--- config.mk ---
export PLATFORM = sky130hd
export DESIGN_NAME = pu_msp430_dbg_runctl
export DESIGN_NICKNAME = d
export VERILOG_FILES = /design/src/rtl/pu_msp430_dbg_pkg.sv /design/src/rtl/pu_msp430_dbg_step_fsm.sv /design/src/rtl/pu_msp430_dbg_runctl.sv
export SDC_FILE = /design/constraint.sdc
export NUM_CORES = 1
export LEC_CHECK = 0
export CORE_MARGIN = 2
export CORE_UTILIZATION = 27
export CTS_BUF_LIST = sky130_fd_sc_hd__clkbuf_4 sky130_fd_sc_hd__clkbuf_8
export CTS_CLUSTER_DIAMETER = 150
export DETAILED_ROUTE_END_ITERATION = 16
export GPL_ROUTABILITY_DRIVEN = 0
export PLACE_DENSITY = 0.77
export SETUP_SLACK_MARGIN = 0.5
export SLEW_MARGIN = 20
export SYNTH_ARGS = -nofsm -noshare
export SYNTH_HDL_FRONTEND = slang
export SYNTH_SLANG_ARGS = --single-unit
--- constraint.sdc ---
create_clock -name dbg_clk -period 1.2 [get_ports dbg_clk]
set_input_delay 0.12 -clock dbg_clk [delete_from_list [all_inputs] [get_ports dbg_clk]]
set_output_delay 0.12 -clock dbg_clk [all_outputs]
set_load 0.01 [all_outputs]
--- src/rtl/pu_msp430_dbg_pkg.sv ---
// Shared definitions for the MSP430 debug run-control block: FSM states,
// CPU_CTL / CPU_STAT bit positions and the CPU_CTL reset value.
package pu_msp430_dbg_pkg;

  localparam int unsigned DBG_DW = 8;

  typedef enum logic [1:0] {
    ST_RUN       = 2'd0,
    ST_HALT      = 2'd1,
    ST_STEP_REL  = 2'd2,
    ST_STEP_WAIT = 2'd3
  } dbg_state_e;

  localparam int unsigned CTL_HALT       = 0;
  localparam int unsigned CTL_RUN        = 1;
  localparam int unsigned CTL_ISTEP      = 2;
  localparam int unsigned CTL_SW_BRK_EN  = 3;
  localparam int unsigned CTL_FRZ_BRK_EN = 4;
  localparam int unsigned CTL_RST_BRK_EN = 5;
  localparam int unsigned CTL_CPU_RST    = 6;

  localparam int unsigned STAT_HALT_RUN  = 0;
  localparam int unsigned STAT_SWBRK_PND = 2;
  localparam int unsigned STAT_HWBRK_PND = 3;
  localparam int unsigned STAT_PUC_PND   = 4;

  localparam logic [DBG_DW-1:0] CPU_CTL_RST = 8'h00;

endpackage

--- src/rtl/pu_msp430_dbg_step_fsm.sv ---
// Run / halt / single-step control FSM; dbg_halt_cmd is registered and is 1
// exactly while the FSM sits in HALT.
import pu_msp430_dbg_pkg::*;

module pu_msp430_dbg_step_fsm (
  input  logic dbg_clk,
  input  logic dbg_rst,
  input  logic halt_evt,
  input  logic run_cmd,
  input  logic istep_cmd,
  input  logic decode_noirq,
  input  logic dbg_halt_st,
  output logic dbg_halt_cmd
);

  dbg_state_e state;

  // halt_evt wins over RUN/ISTEP in every state
  always_ff @(posedge dbg_clk or posedge dbg_rst) begin
    if (dbg_rst) begin
      state        <= ST_RUN;
      dbg_halt_cmd <= 1'b0;
    end else if (halt_evt) begin
      state        <= ST_HALT;
      dbg_halt_cmd <= 1'b1;
    end else begin
      case (state)
        ST_HALT: begin
          if (run_cmd) begin
            state        <= ST_RUN;
            dbg_halt_cmd <= 1'b0;
          end else if (istep_cmd && dbg_halt_st) begin
            state        <= ST_STEP_REL;
            dbg_halt_cmd <= 1'b0;
          end
        end
        ST_STEP_REL: begin
          state <= ST_STEP_WAIT;
        end
        ST_STEP_WAIT: begin
          if (decode_noirq) begin
            state        <= ST_HALT;
            dbg_halt_cmd <= 1'b1;
          end
        end
        default: begin
          state <= state;
        end
      endcase
    end
  end

endmodule

--- src/rtl/pu_msp430_dbg_runctl.sv ---
// Debug run-control: CPU_CTL/CPU_STAT registers, halt-event combining and the
// step FSM. Define DBG_SWBRK_EN to build in software-breakpoint support.
import pu_msp430_dbg_pkg::*;

module pu_msp430_dbg_runctl #(
  parameter int unsigned NUM_HWBRK = 4
) (
  input  logic                  dbg_clk,
  input  logic                  dbg_rst,
  input  logic [NUM_HWBRK-1:0]  brk_halt,
  input  logic [NUM_HWBRK-1:0]  brk_pnd,
  input  logic                  cpu_ctl_wr,
  input  logic                  cpu_stat_wr,
  input  logic [DBG_DW-1:0]     dbg_din,
  input  logic                  decode_noirq,
  input  logic                  sw_brk_op,
  input  logic                  puc_pnd_set,
  input  logic                  dbg_halt_st,
  output logic                  dbg_halt_cmd,
  output logic                  dbg_freeze,
  output logic                  dbg_cpu_reset,
  output logic [DBG_DW-1:0]     cpu_ctl_dout,
  output logic [DBG_DW-1:0]     cpu_stat_dout
);

  logic frz_brk_en, rst_brk_en, cpu_rst;
  logic sw_brk_en, swbrk_pnd, puc_pnd;
  logic sw_evt, halt_evt, run_cmd, istep_cmd;
  logic unused_bits;

  // CPU_CTL persistent bits; HALT/RUN/ISTEP are pulses and never stored
  always_ff @(posedge dbg_clk or posedge dbg_rst) begin
    if (dbg_rst) begin
      frz_brk_en <= CPU_CTL_RST[CTL_FRZ_BRK_EN];
      rst_brk_en <= CPU_CTL_RST[CTL_RST_BRK_EN];
      cpu_rst    <= CPU_CTL_RST[CTL_CPU_RST];
    end else if (cpu_ctl_wr) begin
      frz_brk_en <= dbg_din[CTL_FRZ_BRK_EN];
      rst_brk_en <= dbg_din[CTL_RST_BRK_EN];
      cpu_rst    <= dbg_din[CTL_CPU_RST];
    end
  end

`ifdef DBG_SWBRK_EN
  assign sw_evt = sw_brk_op & decode_noirq & sw_brk_en;

  always_ff @(posedge dbg_clk or posedge dbg_rst) begin
    if (dbg_rst) begin
      sw_brk_en <= CPU_CTL_RST[CTL_SW_BRK_EN];
      swbrk_pnd <= 1'b0;
    end else begin
      if (cpu_ctl_wr) begin
        sw_brk_en <= dbg_din[CTL_SW_BRK_EN];
      end
      if (sw_evt) begin
        swbrk_pnd <= 1'b1;
      end else if (cpu_stat_wr && dbg_din[STAT_SWBRK_PND]) begin
        swbrk_pnd <= 1'b0;
      end
    end
  end

  assign unused_bits = dbg_din[7];
`else
  assign sw_evt      = 1'b0;
  assign sw_brk_en   = 1'b0;
  assign swbrk_pnd   = 1'b0;
  assign unused_bits = ^{dbg_din[7], dbg_din[CTL_SW_BRK_EN], sw_brk_op};
`endif

  // Sticky PUC pending; a set in the same cycle as a clear wins
  always_ff @(posedge dbg_clk or posedge dbg_rst) begin
    if (dbg_rst) begin
      puc_pnd <= 1'b0;
    end else if (puc_pnd_set) begin
      puc_pnd <= 1'b1;
    end else if (cpu_stat_wr && dbg_din[STAT_PUC_PND]) begin
      puc_pnd <= 1'b0;
    end
  end

  assign halt_evt  = (cpu_ctl_wr & dbg_din[CTL_HALT]) | (|brk_halt) | sw_evt |
                     (puc_pnd_set & rst_brk_en);
  assign run_cmd   = cpu_ctl_wr & dbg_din[CTL_RUN] & ~dbg_din[CTL_HALT];
  assign istep_cmd = cpu_ctl_wr & dbg_din[CTL_ISTEP] & ~dbg_din[CTL_RUN] &
                     ~dbg_din[CTL_HALT];

  pu_msp430_dbg_step_fsm u_step_fsm (
    .dbg_clk      (dbg_clk),
    .dbg_rst      (dbg_rst),
    .halt_evt     (halt_evt),
    .run_cmd      (run_cmd),
    .istep_cmd    (istep_cmd),
    .decode_noirq (decode_noirq),
    .dbg_halt_st  (dbg_halt_st),
    .dbg_halt_cmd (dbg_halt_cmd)
  );

  assign dbg_freeze    = frz_brk_en & dbg_halt_st;
  assign dbg_cpu_reset = cpu_rst;

  always_comb begin
    cpu_ctl_dout                 = '0;
    cpu_ctl_dout[CTL_SW_BRK_EN]  = sw_brk_en;
    cpu_ctl_dout[CTL_FRZ_BRK_EN] = frz_brk_en;
    cpu_ctl_dout[CTL_RST_BRK_EN] = rst_brk_en;
    cpu_ctl_dout[CTL_CPU_RST]    = cpu_rst;

    cpu_stat_dout                 = '0;
    cpu_stat_dout[STAT_HALT_RUN]  = dbg_halt_st;
    cpu_stat_dout[STAT_SWBRK_PND] = swbrk_pnd;
    cpu_stat_dout[STAT_HWBRK_PND] = |brk_pnd;
    cpu_stat_dout[STAT_PUC_PND]   = puc_pnd;
  end

endmodule

==> metrics, run 1 <==
CP max stage cell or4b_4; Clock Tree Buf Depth 2; startpoint types flop; max-cap viol count 0; Yosys cell types 16; share of cells above drive strength 1 0.370; CP required 1.38 ns; Largest stage delay, worst path 0.49 ns; Hold Slack about 0.096 ns; Finished Layout Cells 97; Reg power frac 0.379; Hold Vio Cnt, Final 0; P_leak 0.368 nW; TritonCTS clock tree done; Critical R2R Launch u_step_fsm.state[1]$_DFFE_PP0P_; buffers added on ports 29; worst skew pair latency 0.26 ns; H-tree level count 1; fin crit share 1.02; vias in the first global route about 450; syn avg cell area 9.74 µm²; total power 679 µW; Comb pwr share 0.261; Routed WL 1.08 mm; CTS root buf clkbuf_4; Placeable Area 1520 µm²; WL/cell about 11 µm; Max IR drop VDD 568 µV; Mapped Cells 46; drt pass-1 iters 1; IO Pins 43; commonest non-fill, non-tap cell in the layout clkdlybuf4s50_1; Filler Cell Count 136; cell family with most CP delay simple AND/OR/NAND/NOR gates; clock power share 0.360; first-pass GRT wire length 1.71 mm; post-route ant nets 0; nets@finish 106; routed vias/inst 4.37; Post-DP HPWL 874 µm; CP Cell Sequence nand4b_1, or4b_4, a21oi_2; Net Sw Frac 0.252; worst clock skew 0.00660 ns; Final setup viols 1; Clock Sinks 7; Seq cells post-synth 7; die footprint 2000 µm²; fin crit period 1.22 ns; yosys warns 0; Worst path depth 3; crit end category flop; pwr dens 896 nW/µm²; CP Class flop to flop; P_int between 500 and 600 µW; Rows 14; final instance area between 700 and 800 µm²; Final WS setup -0.0223 ns; fmax 818 MHz; initial antenna violation count 0; FF-to-FF End u_step_fsm.state[1]$_DFFE_PP0P_; grt ovf 0; highest net fanout along the worst path 2; placed cell count slightly above 90; Critical Path Source u_step_fsm.state[1]$_DFFE_PP0P_; CTS Buf Count 3; status complete, but fails checks; commonest cells after routing, fill and taps aside 11 x clkdlybuf4s50_1, 10 x conb_1, 8 x buf_2; Pins Over Slew Limit 0; routed vias 424; n_diodes 0; failing checks negative setup slack; Post-route DRC 0; die height 44.7 µm; worst path buffer plus inverter count 0; pin count of the biggest net entering global routing 8; sequential fraction of the synthesis area 0.391; worst-case reg-to-reg path depth 3; Placement Cell Area between 700 and 800 µm²; Total GRT Usage 0.123; Net Switching 171 µW; hold crit path type input pin to asynchronous set/reset pin; die width ~45 µm; starting density of the core 0.294; post-synthesis cell area roughly 450 µm²; R2R setup slack -0.02 ns; DRT iter0 DRCs 0; RSZ-0062 raised after global routing true; Reg clk slew, reported paths 0.06 ns; Syn-to-layout area delta 69.3%; critical path arrival 1.40 ns
==> kinds of logic after synthesis <==
kind of cell | count (synthesis) | share of synthesized area
other | 1 | 0.00837
multiplexers | 3 | 0.0754
buffers and inverters | 17 | 0.268
AO/OA/AOI/OAI | 8 | 0.117
flip-flops | 7 | 0.391
AND/OR/NAND/NOR | 10 | 0.140
==> sequential cells by signal, summed over array words and instances, names as in the netlist <==
| signal | cells |
|---|---|
| puc_pnd | 1 |
| frz_brk_en | 1 |
| dbg_cpu_reset | 1 |
| u_step_fsm.dbg_halt_cmd | 1 |
| u_step_fsm.state | 2 |
| rst_brk_en | 1 |
==> cell usage after synthesis <==
cell type / number / area, µm²
inv_1: 2 / 7.51
and2_1: 1 / 6.26
a22oi_1: 1 / 7.51
nand4b_1: 1 / 8.76
a21o_1: 1 / 7.51
or4b_1: 1 / 10.0
a211o_1: 2 / 17.5
a21oi_1: 4 / 20.0
dfrtp_1: 7 / 175
conb_1: 1 / 3.75
mux2_2: 3 / 33.8
nor4_1: 1 / 6.26
or3b_1: 1 / 8.76
nand2_1: 4 / 15.0
or4_1: 1 / 7.51
buf_4: 15 / 113
==> worst reg2reg max path, stage by stage (launching register included) <==
cell and delay (ns):
dfrtp_1 0.37, nand4b_1 0.17, or4b_4 0.49, a21oi_2 0.12
==> routing by layer <==
metal,up-vias,GRT usage,share of wire,wire length (µm)
li1,202,-,-,-
met1,188,0.120,0.36,386
met2,30,0.209,0.52,562
met3,4,0.0280,0.10,113
met4,0,0.121,0.019,21
met5,-,0,0,0
==> worst max-delay path by stage <==
stage	endpoint	slack (ns)
floorplan	u_step_fsm.state[1]$_DFFE_PP0P_	0.03
global placement	cpu_stat_dout[3]	-0.44
detailed placement	cpu_stat_dout[3]	-0.47
CTS	u_step_fsm.state[1]$_DFFE_PP0P_	-0.02
global route	u_step_fsm.state[1]$_DFFE_PP0P_	-0.10
finish	u_step_fsm.state[1]$_DFFE_PP0P_	-0.02
==> metrics by stage <==
stage / setup TNS, ns / setup slack [ns] / util
after floorplan: 0 / 0.0257 / -
after global placement: -1.85 / -0.441 / 0.478
after detailed placement: -1.89 / -0.467 / 0.478
after CTS: -0.0165 / -0.0165 / 0.482
after global routing: -0.101 / -0.101 / 0.498
final: -0.0223 / -0.0223 / 0.498
==> cell type report <==
class	count	area [µm²]	share of cell area
tap	16	20.0	0.0264
inverter	2	7.51	0.00990
timing repair buffer	37	317	0.417
clock buffer	4	30.0	0.0396
multi-input combinational	31	209	0.276
sequential	7	175	0.231
==> power by group through the flow <==
stage | Sequential [mW] | Clock [mW] | Combinational [mW]
floorplan | 0.262 | 0 | 0.0965
global placement | 0.261 | 0 | 0.180
detailed placement | 0.262 | 0 | 0.182
CTS | 0.258 | 0.257 | 0.175
global route | 0.259 | 0.263 | 0.191
finish | 0.258 | 0.244 | 0.177
==> what timing repair did <==
item                                   4_1_cts  5_1_grt
setup endpoints to repair                   15       15
hold buffers                                 0        0
gates resized for setup                     58        4
endpoints found under the hold margin        0        0
pin swaps                                    4        1
buffers inserted                             1        1
Power figures use the tool's default switching activity.
==> run 2: changes to the inputs <==
--- a/config.mk
+++ b/config.mk
@@ -12,7 +12,6 @@
 export DETAILED_ROUTE_END_ITERATION = 16
 export GPL_ROUTABILITY_DRIVEN = 0
 export PLACE_DENSITY = 0.77
-export SETUP_SLACK_MARGIN = 0.5
 export SLEW_MARGIN = 20
 export SYNTH_ARGS = -nofsm -noshare
 export SYNTH_HDL_FRONTEND = slang
==> run 2 against run 1 <==
  * The flow still finishes with violations (negative setup slack)
  * Power decreased by 3.6%
  * Via count is 3.1% lower
  * Clock-buffer cell count did not move
==> metrics, run 2 (synthesized netlist as in run 1, its figures left out) <==
Post-route DRC 0 (unchanged); nets@finish 103 (-2.8%); share of cells above drive strength 1 0.192 (-0.178); Setup WS pre-CTS -0.435 ns (+0.0323 ns); TritonCTS clock tree done; P_leak 0.343 nW (-6.6%); fmax 818 MHz (about the same); n_diodes 0 (unchanged); Placement Cell Area 717 µm² (-1.5%); buffers added on ports 29 (unchanged); commonest cells after routing, fill and taps aside 14 x clkdlybuf4s50_1, 11 x dlygate4sd2_1, 10 x conb_1; CTS Buf Count 3 (unchanged); first-pass GRT wire length 1.55 mm (-9.7%); pin count of the biggest net entering global routing 8 (unchanged); Final WS setup -0.0228 ns (-0.000584 ns); max reg flops 2 (unchanged); Routed WL 1.00 mm (-7.6%); IO Pins 43 (unchanged); final instance area 741 µm² (-2.3%); critical path arrival 1.40 ns (about the same); vias in the first global route 414 (-8.4%); Post-CTS Setup Repair Bufs 0 (-1); Clock Sinks 7 (unchanged); initial antenna violation count 0 (unchanged); Critical Path Source u_step_fsm.state[1]$_DFFE_PP0P_; max-cap viol count 0 (unchanged); total power 655 µW (-3.6%); Max IR drop VDD 481 µV (-15%); drt pass-1 iters 2 (+1); die footprint 2000 µm² (unchanged); post-route ant nets 0 (unchanged); Critical R2R Launch u_step_fsm.state[1]$_DFFE_PP0P_; Final setup viols 1 (unchanged); Clock Tree Buf Depth 2 (unchanged); worst clock skew 0.000623 ns (-0.00598 ns); Post-DP HPWL 836 µm (-4.4%); hold crit path type input pin to asynchronous set/reset pin; Reg power frac 0.394 (+0.015); fin crit period 1.22 ns (+0.000584 ns); highest net fanout along the worst path 2 (unchanged); grt ovf 0 (unchanged); pwr dens 884 nW/µm² (-1.3%); worst-case reg-to-reg path depth 3 (unchanged); Filler Cell Count 151 (+11%); Setup crit end u_step_fsm.state[1]$_DFFE_PP0P_; FF-to-FF End u_step_fsm.state[1]$_DFFE_PP0P_; RSZ-0062 raised after global routing true; crit end category flop; hold_buf cts 0 (unchanged); worst skew pair latency 0.24 ns (-0.02 ns); placed cell count 90 (-1.1%); routed vias 411 (-3.1%); fin crit share 1.02 (about the same); Rows 14 (unchanged); Largest Register u_step_fsm.state; Comb pwr share 0.248 (-0.013); H-tree level count 1 (unchanged); Syn-to-layout area delta 65.4%; CP Class flop to flop; commonest non-fill, non-tap cell in the layout clkdlybuf4s50_1; die width 44.7 µm (unchanged); startpoint types flop; Reg clk slew, reported paths 0.05 ns (about the same); routed vias/inst 4.37 (about the same); starting density of the core 0.294 (unchanged); DRT iter0 DRCs 1 (+1); failing checks negative setup slack; WL/cell 10.7 µm (-4.6%); Finished Layout Cells 94 (-3.1%); clock power share 0.357 (-0.003); status complete, but fails checks; Net Sw Frac 0.242 (-0.0101); Total GRT Usage 0.108 (-0.0149); Placeable Area 1520 µm² (unchanged); Net Switching 158 µW (-7.4%); P_int 497 µW (-2.2%); R2R setup slack -0.02 ns (about the same); CTS root buf clkbuf_4; CP required 1.37 ns (about the same); Hold Vio Cnt, Final 0 (unchanged); Pins Over Slew Limit 0 (unchanged); die height 44.7 µm (unchanged)
[run 2: cell types whose count changed in the layout (fill, tap and decap cells not counted), moves of 2 or more]
cell,change
mux2_4,-3
clkdlybuf4s50_1,+3
buf_4,-2
dlygate4sd2_1,+7
buf_6,-5
buf_2,-7
mux2_2,+3
[run 2: worst max-delay path: stages, from the launching register on]
cell      delay, ns
dfrtp_1        0.37
nand4b_1       0.17
or4b_1         0.48
a21oi_1        0.13
[run 2: final cells by class]
type | count | area, µm² | area share
timing repair buffer | 34 | 314 | 0.424
multi-input combinational | 31 | 194 | 0.262
tap | 16 | 20.0 | 0.0270
clock buffer | 4 | 30.0 | 0.0405
inverter | 2 | 7.51 | 0.0101
sequential | 7 | 175 | 0.236
[run 2: worst min path at each step]
stage,end,start,cells past startpoint,slack (ns)
finish,u_step_fsm.dbg_halt_cmd$_DFFE_PP0P_,dbg_rst,2,0.10
global route,rst_brk_en$_DFFE_PP0P_,dbg_rst,2,0.13
CTS,u_step_fsm.dbg_halt_cmd$_DFFE_PP0P_,dbg_rst,2,0.10
detailed placement,u_step_fsm.dbg_halt_cmd$_DFFE_PP0P_,dbg_rst,2,0.37
global placement,u_step_fsm.dbg_halt_cmd$_DFFE_PP0P_,dbg_rst,2,0.38
floorplan,dbg_cpu_reset$_DFFE_PP0P_,dbg_rst,1,-0.08
[run 2: power by group through the flow]
stage	Clock, mW	Combinational (mW)	Sequential (mW)
after floorplan	0	0.0958	0.262
after global placement	0	0.177	0.261
after detailed placement	0	0.179	0.262
after CTS	0.243	0.160	0.258
after global routing	0.253	0.177	0.260
final	0.234	0.163	0.258
[run 2: through the flow]
stage	util	setup TNS, ns	hold slack (ns)
after floorplan	-	0	-0.0766
after global placement	0.470	-1.66	0.376
after detailed placement	0.470	-1.78	0.372
after CTS	0.477	-0.0266	0.103
after global routing	0.486	-0.0485	0.133
final	0.486	-0.0228	0.103
[run 2: metal layers]
metal,part of all wire,vias to the layer above,wire length (µm),global-route usage
li1,-,200,-,-
met1,0.31,181,314,0.0977
met2,0.55,28,549,0.197
met3,0.13,2,127,0.0280
met4,0.011,0,11,0.0909
met5,0,-,0,0
[run 2: what timing repair did]
| action | in CTS | in global routing |
|---|---|---|
| gates resized for setup | 16 | 5 |
| endpoints found under the hold margin | 0 | 0 |
| pin swaps | 5 | 3 |
| endpoints found under the setup margin | 12 | 5 |
